<file path="src/rtl/prog_loader.sv">
// Serial program loader: assembles little-endian 32-bit words from a byte stream,
// writes them to instruction memory, verifies an XOR checksum, then releases the core.
module prog_loader #(
  parameter int DEPTH = 1024,
  parameter int AW    = 10
) (
  input  logic          clk,
  input  logic          rst,
  input  logic          load_req,
  input  logic [AW:0]   len_words,
  input  logic          byte_valid,
  input  logic [7:0]    byte_data,
  output logic          byte_ready,
  output logic          imem_we,
  output logic [31:0]   imem_addr,
  output logic [31:0]   imem_wdata,
  output logic          cpu_rst,
  output logic          busy,
  output logic          done,
  output logic          err
);

  localparam logic [2:0] S_IDLE  = 3'd0;
  localparam logic [2:0] S_LOAD  = 3'd1;
  localparam logic [2:0] S_WRITE = 3'd2;
  localparam logic [2:0] S_CHECK = 3'd3;
  localparam logic [2:0] S_RUN   = 3'd4;

  localparam logic [AW:0] DEPTH_L = (AW+1)'(DEPTH);
  localparam logic [AW:0] IDX_ONE = {{AW{1'b0}}, 1'b1};

  logic [2:0]  state_reg, state_next;
  logic [AW:0] word_idx_reg, word_idx_next;
  logic [AW:0] len_reg, len_next;
  logic [1:0]  byte_cnt_reg, byte_cnt_next;
  logic [7:0]  xor_reg, xor_next;
  logic [31:0] wdata_reg, wdata_next;
  logic        err_reg, err_next;
  logic        done_reg, done_next;

  logic accept;
  logic lane_we;
  logic len_ok;

  assign byte_ready = (state_reg == S_LOAD) || (state_reg == S_CHECK);
  assign accept     = byte_valid && byte_ready;
  assign lane_we    = accept && (state_reg == S_LOAD);
  assign len_ok     = (len_words != '0) && (len_words <= DEPTH_L);

  // Each byte lane captures only when the byte counter points at it, so a
  // stalled stream keeps the partially assembled word intact.
  genvar gi;
  for (gi = 0; gi < 4; gi++) begin : g_lane
    assign wdata_next[8*gi +: 8] = (lane_we && (byte_cnt_reg == 2'(gi)))
                                   ? byte_data : wdata_reg[8*gi +: 8];
  end

  always_comb begin
    state_next    = state_reg;
    word_idx_next = word_idx_reg;
    len_next      = len_reg;
    byte_cnt_next = byte_cnt_reg;
    xor_next      = xor_reg;
    err_next      = err_reg;
    done_next     = 1'b0;
    case (state_reg)
      S_IDLE, S_RUN: begin
        if (load_req) begin
          if (len_ok) begin
            state_next    = S_LOAD;
            word_idx_next = '0;
            byte_cnt_next = '0;
            xor_next      = '0;
            err_next      = 1'b0;
            len_next      = len_words;
          end else begin
            state_next = S_IDLE;
            err_next   = 1'b1;
          end
        end
      end
      S_LOAD: begin
        if (accept) begin
          xor_next      = xor_reg ^ byte_data;
          byte_cnt_next = byte_cnt_reg + 2'd1;
          if (byte_cnt_reg == 2'd3) state_next = S_WRITE;
        end
      end
      S_WRITE: begin
        word_idx_next = word_idx_reg + IDX_ONE;
        byte_cnt_next = '0;
        state_next    = ((word_idx_reg + IDX_ONE) == len_reg) ? S_CHECK : S_LOAD;
      end
      S_CHECK: begin
        if (accept) begin
          if (byte_data == xor_reg) begin
            state_next = S_RUN;
            done_next  = 1'b1;
          end else begin
            state_next = S_IDLE;
            err_next   = 1'b1;
          end
        end
      end
      default: state_next = S_IDLE;
    endcase
  end

  always_ff @(posedge clk or posedge rst) begin
    if (rst) begin
      state_reg    <= S_IDLE;
      word_idx_reg <= '0;
      len_reg      <= '0;
      byte_cnt_reg <= '0;
      xor_reg      <= '0;
      wdata_reg    <= '0;
      err_reg      <= 1'b0;
      done_reg     <= 1'b0;
    end else begin
      state_reg    <= state_next;
      word_idx_reg <= word_idx_next;
      len_reg      <= len_next;
      byte_cnt_reg <= byte_cnt_next;
      xor_reg      <= xor_next;
      wdata_reg    <= wdata_next;
      err_reg      <= err_next;
      done_reg     <= done_next;
    end
  end

  assign imem_we    = (state_reg == S_WRITE);
  assign imem_addr  = {{(29-AW){1'b0}}, word_idx_reg, 2'b00};
  assign imem_wdata = wdata_reg;
  assign cpu_rst    = (state_reg != S_RUN);
  assign busy       = (state_reg == S_LOAD) || (state_reg == S_WRITE) || (state_reg == S_CHECK);
  assign done       = done_reg;
  assign err        = err_reg;

endmodule

</file>
<file path="config.mk">
export PLATFORM = sky130hd
export DESIGN_NAME = prog_loader
export DESIGN_NICKNAME = d
export VERILOG_FILES = /design/src/rtl/prog_loader.sv
export SDC_FILE = /design/constraint.sdc
export NUM_CORES = 1
export LEC_CHECK = 0
export ABC_AREA = 1
export BUFFER_PORTS_ARGS = -buffer_cell sky130_fd_sc_hd__buf_2
export CORE_ASPECT_RATIO = 1.5
export CORE_MARGIN = 2
export CORE_UTILIZATION = 53
export DETAILED_ROUTE_END_ITERATION = 8
export PLACE_DENSITY = 0.8
export SYNTH_ARGS = -nofsm -noshare
export SYNTH_HDL_FRONTEND = slang
export SYNTH_SLANG_ARGS = --single-unit
</file>
<file path="constraint.sdc">
create_clock -name clk -period 2.3 [get_ports clk]
set_input_delay 0.23 -clock clk [delete_from_list [all_inputs] [get_ports clk]]
set_output_delay 0.23 -clock clk [all_outputs]
set_load 0.02 [all_outputs]
</file>
==> out/qor.csv, run 1 <==
stage,metric,value,unit
critical_path,critPathMaxStageDelay,0.44,ns
global_routing,grtUsageTotal,22.93,%
timing,worstMarginPinSlew,0.5695,ns
yosys,netlist_top_cells_count,"nand2_1 (126), dfrtp_1 (69), inv_1 (50), nor2_1 (32), o21ai_1 (25)",
critical_path,reg2reg_slack,0.48,ns
clocking,cts_tree,yes,
yosys,yosysWarnings,0,
yosys,synth_area_per_cell,8.276,sq um
min_path,hold_path.startpoint,len_words[9],
power_and_ir_drop,ir_drop,617.7,uV
floorplanning,die_h,104.5,um
clocking,path_clk_slew,0.07,ns
power_and_ir_drop,power.leakage,2.271,nW
global_routing,gr-total-overflow,0,
critical_path,cp.arrival,2.11,ns
clocking,cts_resized,0,
critical_path,timing.rr.end,state_reg[1],
critical_path,cp_max_fo,7,
floorplanning,io_pins,93,
route,ant_nets,0,
run_status,status,finished clean,
clocking,clkSinkCount,69,
placed_design,place_ws,0.4921,ns
yosys,ys_seq_area_share,48.40,%
yosys,synth_area_leaders,"dfrtp_1 (48%), nand2_1 (13%), inv_1 (5.3%), buf_4 (4.6%), o21ai_1 (3.5%)",
timing,rsz0062_at_grt,false,
global_routing,grt_pass1_wl,13370,um
floorplanning,initial_core_util,55.00,%
yosys,synth_seq_cells,69,
timing,period_needed,1.822,ns
cells_and_area,syn2layout_area_growth,16.10,%
clocking,clk_path_buf_depth,2,
floorplanning,fp.dieArea,0.007417,sq mm
timing,slew_violations,0,
global_routing,grt_pass1_vias,2898,
global_routing,antenna_found_initial,0,
route,firstDrtPassIters,4,
critical_path,rr_worst_depth,11,
timing,fmax,548.8,MHz
critical_path,cp_slowest_cell,dfrtp_1,
placed_design,gp_congestion,0.8863,
timing,hold_violations,0,
placed_design,port_buffers,71,
yosys,synth_area,0.003567,sq mm
yosys,synth_ff_type,dfrtp_1,
clocking,numCtsBuffers,9,
critical_path,crit_type,flip-flop to flip-flop,
timing,relSlewSlack,61.98,%
timing,final.setup_skew,0.005636,ns
critical_path,crit_path_start_kind,flip-flop,
yosys,yosysTopAreaCellShare,48.40,%
min_path,holdPathStages,3,
cells_and_area,finalInstanceArea,0.004141,sq mm
timing,whs,0.1175,ns
cells_and_area,antennaDiodeCount,0,
critical_path,worstPathRequired,2.59,ns
clocking,htreeDepth,3,
global_routing,grt_max_degree,45,
floorplanning,fp-row-count,36,
route,wl,7779,um
critical_path,crit_chain,"ha_1, nand2_1, nor2_1, nand4_1, nand2_1, nand2_1, nand2_1, nand3_1, o21bai_1, nand2_1, nand2_1",
clocking,cts_setup_buffers,0,
cells_and_area,layout-drive-gt1-share,22.09,%
cells_and_area,fillCellCount,591,
route,wire_per_inst,13.14,um
cells_and_area,largest_reg_flops,32,
clocking,insertion_delay,0.35,ns
yosys,synth_edf_count,0,
route,dr.first_iter.drc_count,188,
power_and_ir_drop,power.density,1264,mW/mm^2
timing,finalCritPeriodShare,79.23,%
floorplanning,core_area,0.006486,sq mm
route,drc,0,
critical_path,reg2reg_from,word_idx_reg[0],
critical_path,cp-end-kind,flip-flop,
cells_and_area,nNetsFinal,539,
route,via_per_inst,5.101,
yosys,yosysTopAreaCell,dfrtp_1,
timing,setup_tns,0,ns
yosys,async_flop_share,100.0,%
placed_design,dp_hpwl,5844,um
critical_path,cpMostUsedCell,nand2_1,
timing,finalSetupViolCount,0,
floorplanning,dieWidth,70.99,um
timing,setup_ws,0.4778,ns
min_path,hold_class,input pin to flip-flop,
min_path,min_to,len_reg[9],
run,drv_cap,0,
yosys,yosysMostFrequentCell,nand2_1,
placed_design,placed_area,0.003921,sq mm
clocking,clockRootBuffer,clkbuf_8,
yosys,synthCells,431,
route,via_count,3020,
clocking,ctsHoldBuffers,1,
yosys,yosysUniqueCellTypes,32,
==> power by group <==
part | internal, W | switching [W] | total (W)
clock | 0.000560 | 0.000477 | 0.00104
sequential | 0.00168 | 0.000316 | 0.00200
combinational | 0.000784 | 0.00142 | 0.00220
==> metal layers <==
metal	part of all wire [%]	GRT usage (%)
met5	0	0
met4	1.6	8.221
met3	6.3	5.329
met2	53	39.85
met1	39	27.27
==> worst max-delay path: cells and delay by family (launching register included) <==
family | cells | cell delay, ns
and+or+nand+nor | 9 | 0.99
DFF | 1 | 0.44
adders and majority gates | 1 | 0.20
AOI/OAI and AO/OA | 1 | 0.14
==> worst max-delay path by stage <==
stage / startpoint / end / slack [ns]
after floorplan: rst / byte_cnt_reg[0] / 0.33
after detailed placement: len_words[2] / word_idx_reg[3] / 0.49
after global placement: len_words[4] / word_idx_reg[10] / 0.53
after global routing: word_idx_reg[0] / state_reg[1] / 0.15
after CTS: word_idx_reg[0] / state_reg[1] / 0.49
final: word_idx_reg[0] / state_reg[1] / 0.48
==> area by class of cell <==
class | count | area [sq um] | share of cell area (%)
clock buffers | 11 | 151.4 | 3.656
inverters | 53 | 201.4 | 4.864
repair buffers | 76 | 407.9 | 9.849
multi-input cells | 302 | 1500 | 36.22
well taps | 76 | 95.09 | 2.296
clock inverters | 5 | 58.81 | 1.420
flip-flops and latches | 69 | 1727 | 41.69
==> per-stage QoR <==
step                utilization, %  instances  power (W)
finish                       63.85        592   0.005235
global placement             60.46        575   0.004159
detailed placement           60.46        575   0.004221
global route                 63.85        592   0.005633
CTS                          63.85        592   0.005264
floorplan                        -        451   0.003605
==> kinds of logic (layout without fill, tap and decap cells) <==
group | Yosys count | in the layout | share of synthesized area (%)
adders and majority gates | 5 | 5 | 1.754
other | 1 | 21 | 0.1051
and+or+nand+nor | 201 | 201 | 24.94
AOI/OAI and AO/OA | 66 | 66 | 10.94
buffers and inverters | 80 | 145 | 11.65
xor gates and xnor gates | 9 | 9 | 2.210
DFF | 69 | 69 | 48.40
==> layout by cell type, fill, tap and decap left out, types with 5 or more instances in the layout <==
cell type / n
inv_1: 49
nand2_1: 126
nand3_1: 24
xor2_1: 5
nor2_1: 32
clkbuf_8: 11
buf_2: 71
o21ai_2: 8
o21ai_0: 19
conb_1: 21
ha_1: 5
dfrtp_1: 69
o21ai_1: 25
(Power assumes the default switching activity.)
==> inputs of run 2 (changes only) <==
==> config.mk (replaced) <==
export PLATFORM = sky130hd
export DESIGN_NAME = prog_loader
export DESIGN_NICKNAME = d
export VERILOG_FILES = /design/src/rtl/prog_loader.sv
export SDC_FILE = /design/constraint.sdc
export NUM_CORES = 1
export LEC_CHECK = 0
export ABC_AREA = 0
export BUFFER_PORTS_ARGS = -buffer_cell sky130_fd_sc_hd__buf_2
export CORE_ASPECT_RATIO = 1.5
export CORE_MARGIN = 2
export CORE_UTILIZATION = 48
export DETAILED_ROUTE_END_ITERATION = 8
export PLACE_DENSITY = 0.76
export SYNTH_ARGS = -nofsm -noshare
export SYNTH_HDL_FRONTEND = slang
export SYNTH_SLANG_ARGS = --single-unit
==> constraint.sdc (replaced) <==
create_clock -name clk -period 1.6 [get_ports clk]
set_input_delay 0.16 -clock clk [delete_from_list [all_inputs] [get_ports clk]]
set_output_delay 0.16 -clock clk [all_outputs]
set_load 0.02 [all_outputs]
==> out/qor.csv, run 2 <==
stage,metric,value,unit,change
timing,setup_ws,-0.2469,ns,-0.7247 ns
timing,relSlewSlack,66.90,%,+4.9 points
global_routing,grt_pass1_vias,3294,,+14%
critical_path,path_delay_family,simple AND/OR/NAND/NOR gates,,
placed_design,gp_congestion,0.8956,,+1.0%
yosys,synth_seq_cells,69,,unchanged
timing,final.setup_skew,0.005407,ns,-0.0002295 ns
placed_design,port_buffers,71,,unchanged
floorplanning,fp.dieArea,0.008315,sq mm,+12%
cells_and_area,finalInstanceArea,0.005190,sq mm,+25%
cells_and_area,layout-drive-gt1-share,49.00,%,+27 points
cells_and_area,nNetsFinal,524,,-2.8%
cells_and_area,syn2layout_area_growth,42.49,%,
clocking,insertion_delay,0.35,ns,about the same
critical_path,crit_type,flip-flop to flip-flop,,
min_path,hold_class,input pin to flip-flop,,
global_routing,grt_pass1_wl,16240,um,+21%
timing,fmax,541.4,MHz,-1.3%
global_routing,grt_util_met1,29.83,%,+2.6 points
cells_and_area,final_cells,600,,+1.4%
yosys,synth_area_leaders,"dfrtp_1 (47%), mux2_2 (10%), nand2_1 (6.4%), buf_4 (4.9%), xor2_1 (3.4%)",,
yosys,yosysTopAreaCellShare,47.41,%,-1.0 points
global_routing,grt_max_degree,70,,+56%
critical_path,cp-end-kind,flip-flop,,
yosys,netlist_top_cells_count,"dfrtp_1 (69), nand2_1 (62), mux2_2 (33), buf_4 (24), a21oi_1 (17)",,
route,via_count,3242,,+7.4%
yosys,yosysMostFrequentCell,dfrtp_1,,
global_routing,grtUsageMet3,6.000,%,+0.67 points
yosys,synth_ff_type,dfrtp_1,,
run,drv_cap,0,,unchanged
cells_and_area,largest_reg_flops,32,,unchanged
cells_and_area,fillCellCount,484,,-18%
route,firstDrtPassIters,5,,+1
yosys,yosysTopAreaCell,dfrtp_1,,
yosys,yosysUniqueCellTypes,48,,+50%
yosys,synthCells,366,,-15%
critical_path,cp.arrival,2.12,ns,about the same
cells_and_area,final_common_cell,dfrtp_1,,
yosys,yosysWarnings,0,,unchanged
yosys,async_flop_share,100.0,%,unchanged
cells_and_area,multiInputGateArea,0.002141,sq mm,+43%
critical_path,crit_path_start_kind,flip-flop,,
timing,slew_violations,0,,unchanged
critical_path,cp_max_fo,5,,-2
timing,period_needed,1.847,ns,+0.02466 ns
power_and_ir_drop,power.leakage,2.507,nW,+10%
floorplanning,initial_core_util,50.07,%,-4.9 points
placed_design,dp_hpwl,6734,um,+15%
clocking,clk_path_buf_depth,2,,unchanged
yosys,synth_edf_count,0,,unchanged
cells_and_area,ff_latch_area,0.001729,sq mm,+0.14%
clocking,cts_tree,yes,,
timing,finalCritPeriodShare,115.4,%,+36 points
route,dr.first_iter.drc_count,182,,-3.2%
route,wl,10470,um,+35%
clocking,clkSinkCount,69,,unchanged
cells_and_area,antennaDiodeCount,0,,unchanged
global_routing,antenna_found_initial,0,,unchanged
clocking,numCtsBuffers,9,,unchanged
floorplanning,dieWidth,75.13,um,+5.8%
timing,worstMarginPinSlew,0.4923,ns,-0.07724 ns
timing,rsz0062_at_grt,true,,
power_and_ir_drop,power.density,1770,mW/mm^2,+40%
timing,hold_violations,0,,unchanged
route,drc,0,,unchanged
placed_design,placed_area,0.004429,sq mm,+13%
floorplanning,io_pins,93,,unchanged
yosys,synth_area,0.003642,sq mm,+2.1%
timing,finalSetupViolCount,47,,+47
route,ant_nets,0,,unchanged
critical_path,critPathMaxStageDelay,0.47,ns,+0.03 ns
critical_path,worstPathRequired,1.88,ns,-0.71 ns
global_routing,grtUsageTotal,25.55,%,+2.6 points
power_and_ir_drop,total_power,0.009186,W,+75%
cells_and_area,final_cell_mix,"dfrtp_1 (67), buf_2 (66), buf_4 (52)",,
clocking,path_clk_slew,0.08,ns,about the same
critical_path,crit_chain,"nand4_1, buf_4, nor3_2, or4b_4, a221o_1, o21ai_1",,
run_status,status,"finished, violations left",,
floorplanning,core_area,0.007274,sq mm,+12%
placed_design,post-place-cells,566,,-1.6%
route,via_per_inst,5.403,,+5.9%
power_and_ir_drop,ir_drop,1427,uV,+130%
critical_path,cp_slowest_cell,or4b_4,,
floorplanning,fp-row-count,38,,+5.6%
global_routing,use_met2,43.68,%,+3.8 points
floorplanning,die_h,110.7,um,+5.9%
route,wire_per_inst,17.45,um,+33%
global_routing,grt-busiest-layer,met2,,
yosys,ys_seq_area_share,47.41,%,-1.0 points
run_status,violations,negative setup slack,,
yosys,synth_area_per_cell,9.951,sq um,+20%
clocking,clockRootBuffer,clkbuf_8,,
clocking,htreeDepth,3,,unchanged
critical_path,path_buf_inv,1,,+1
global_routing,gr-total-overflow,0,,unchanged
run 2: logic make-up (layout without fill, tap and decap cells):
group	count (synthesis)	in the layout	share of synthesized area, %
fa+ha+maj	5	5	1.718
simple gates	119	120	15.29
flops	69	69	47.41
mux	33	33	10.20
other cells	1	21	0.1030
buf+inv	49	162	8.141
xor+xnor	19	19	4.569
compound gates	71	71	12.57
run 2: cell type report:
type	count	area share (%)
Inverter	8	0.7232
Tap cell	100	2.411
Clock buffer	11	2.724
Sequential cell	69	33.32
Multi-Input combinational cell	269	41.25
Clock inverter	4	0.4822
Timing Repair Buffer	139	19.09
run 2: routing by layer:
metal | part of all wire (%) | wire length (um)
met1 | 37 | 3838
met2 | 55 | 5792
met3 | 5.2 | 541
met4 | 2.8 | 298
met5 | 0 | 0
run 2: final timing paths:
path | cells after the start | slack, ns | to | startpoint
min | 3 | 0.009 | len_reg[6] | len_words[6]
min in group asynchronous | 4 | 0.45 | len_reg[2] | rst
max | 6 | -0.25 | state_reg[1] | word_idx_reg[7]
max in group asynchronous | 4 | 0.84 | imem_wdata[12] | rst
min reg2reg | 2 | 0.50 | len_reg[0] | len_reg[0]
max reg2reg | 6 | -0.25 | state_reg[1] | word_idx_reg[7]
run 2: where the power goes:
| group | internal [W] | switching [W] | leakage, nW |
|---|---|---|---|
| Clock | 0.000591 | 0.000673 | 0.0812 |
| Combinational | 0.00220 | 0.00266 | 1.56 |
| Sequential | 0.00251 | 0.000547 | 0.866 |
| Total | 0.00530 | 0.00388 | 2.51 |
run 2: per-stage QoR:
step	hold slack [ns]	setup slack (ns)	util, %	setup TNS [ns]
after floorplan	0.2612	-0.4371	-	-5.751
after global placement	0.2841	-0.3703	60.89	-14.13
after detailed placement	0.2918	-0.4457	60.89	-16.55
after CTS	0.0005695	-0.2433	68.37	-0.6806
after global routing	0.005607	-0.3328	71.35	-4.505
final	0.008959	-0.2469	71.35	-2.396
run 2: timing repair:
action | 4_1_cts | 5_1_grt
pin swaps | 18 | 17
hold endpoints to repair | 69 | 0
setup buffers | 7 | 14
resized for setup | 75 | 35
hold buffers | 1 | 0
gates cloned | 0 | 1
setup endpoints to repair | 66 | 67
run 2: tightest hold or removal path: stages:
cell     delay, ns
buf_6         0.08
nand2_4       0.05
nand2_2       0.04
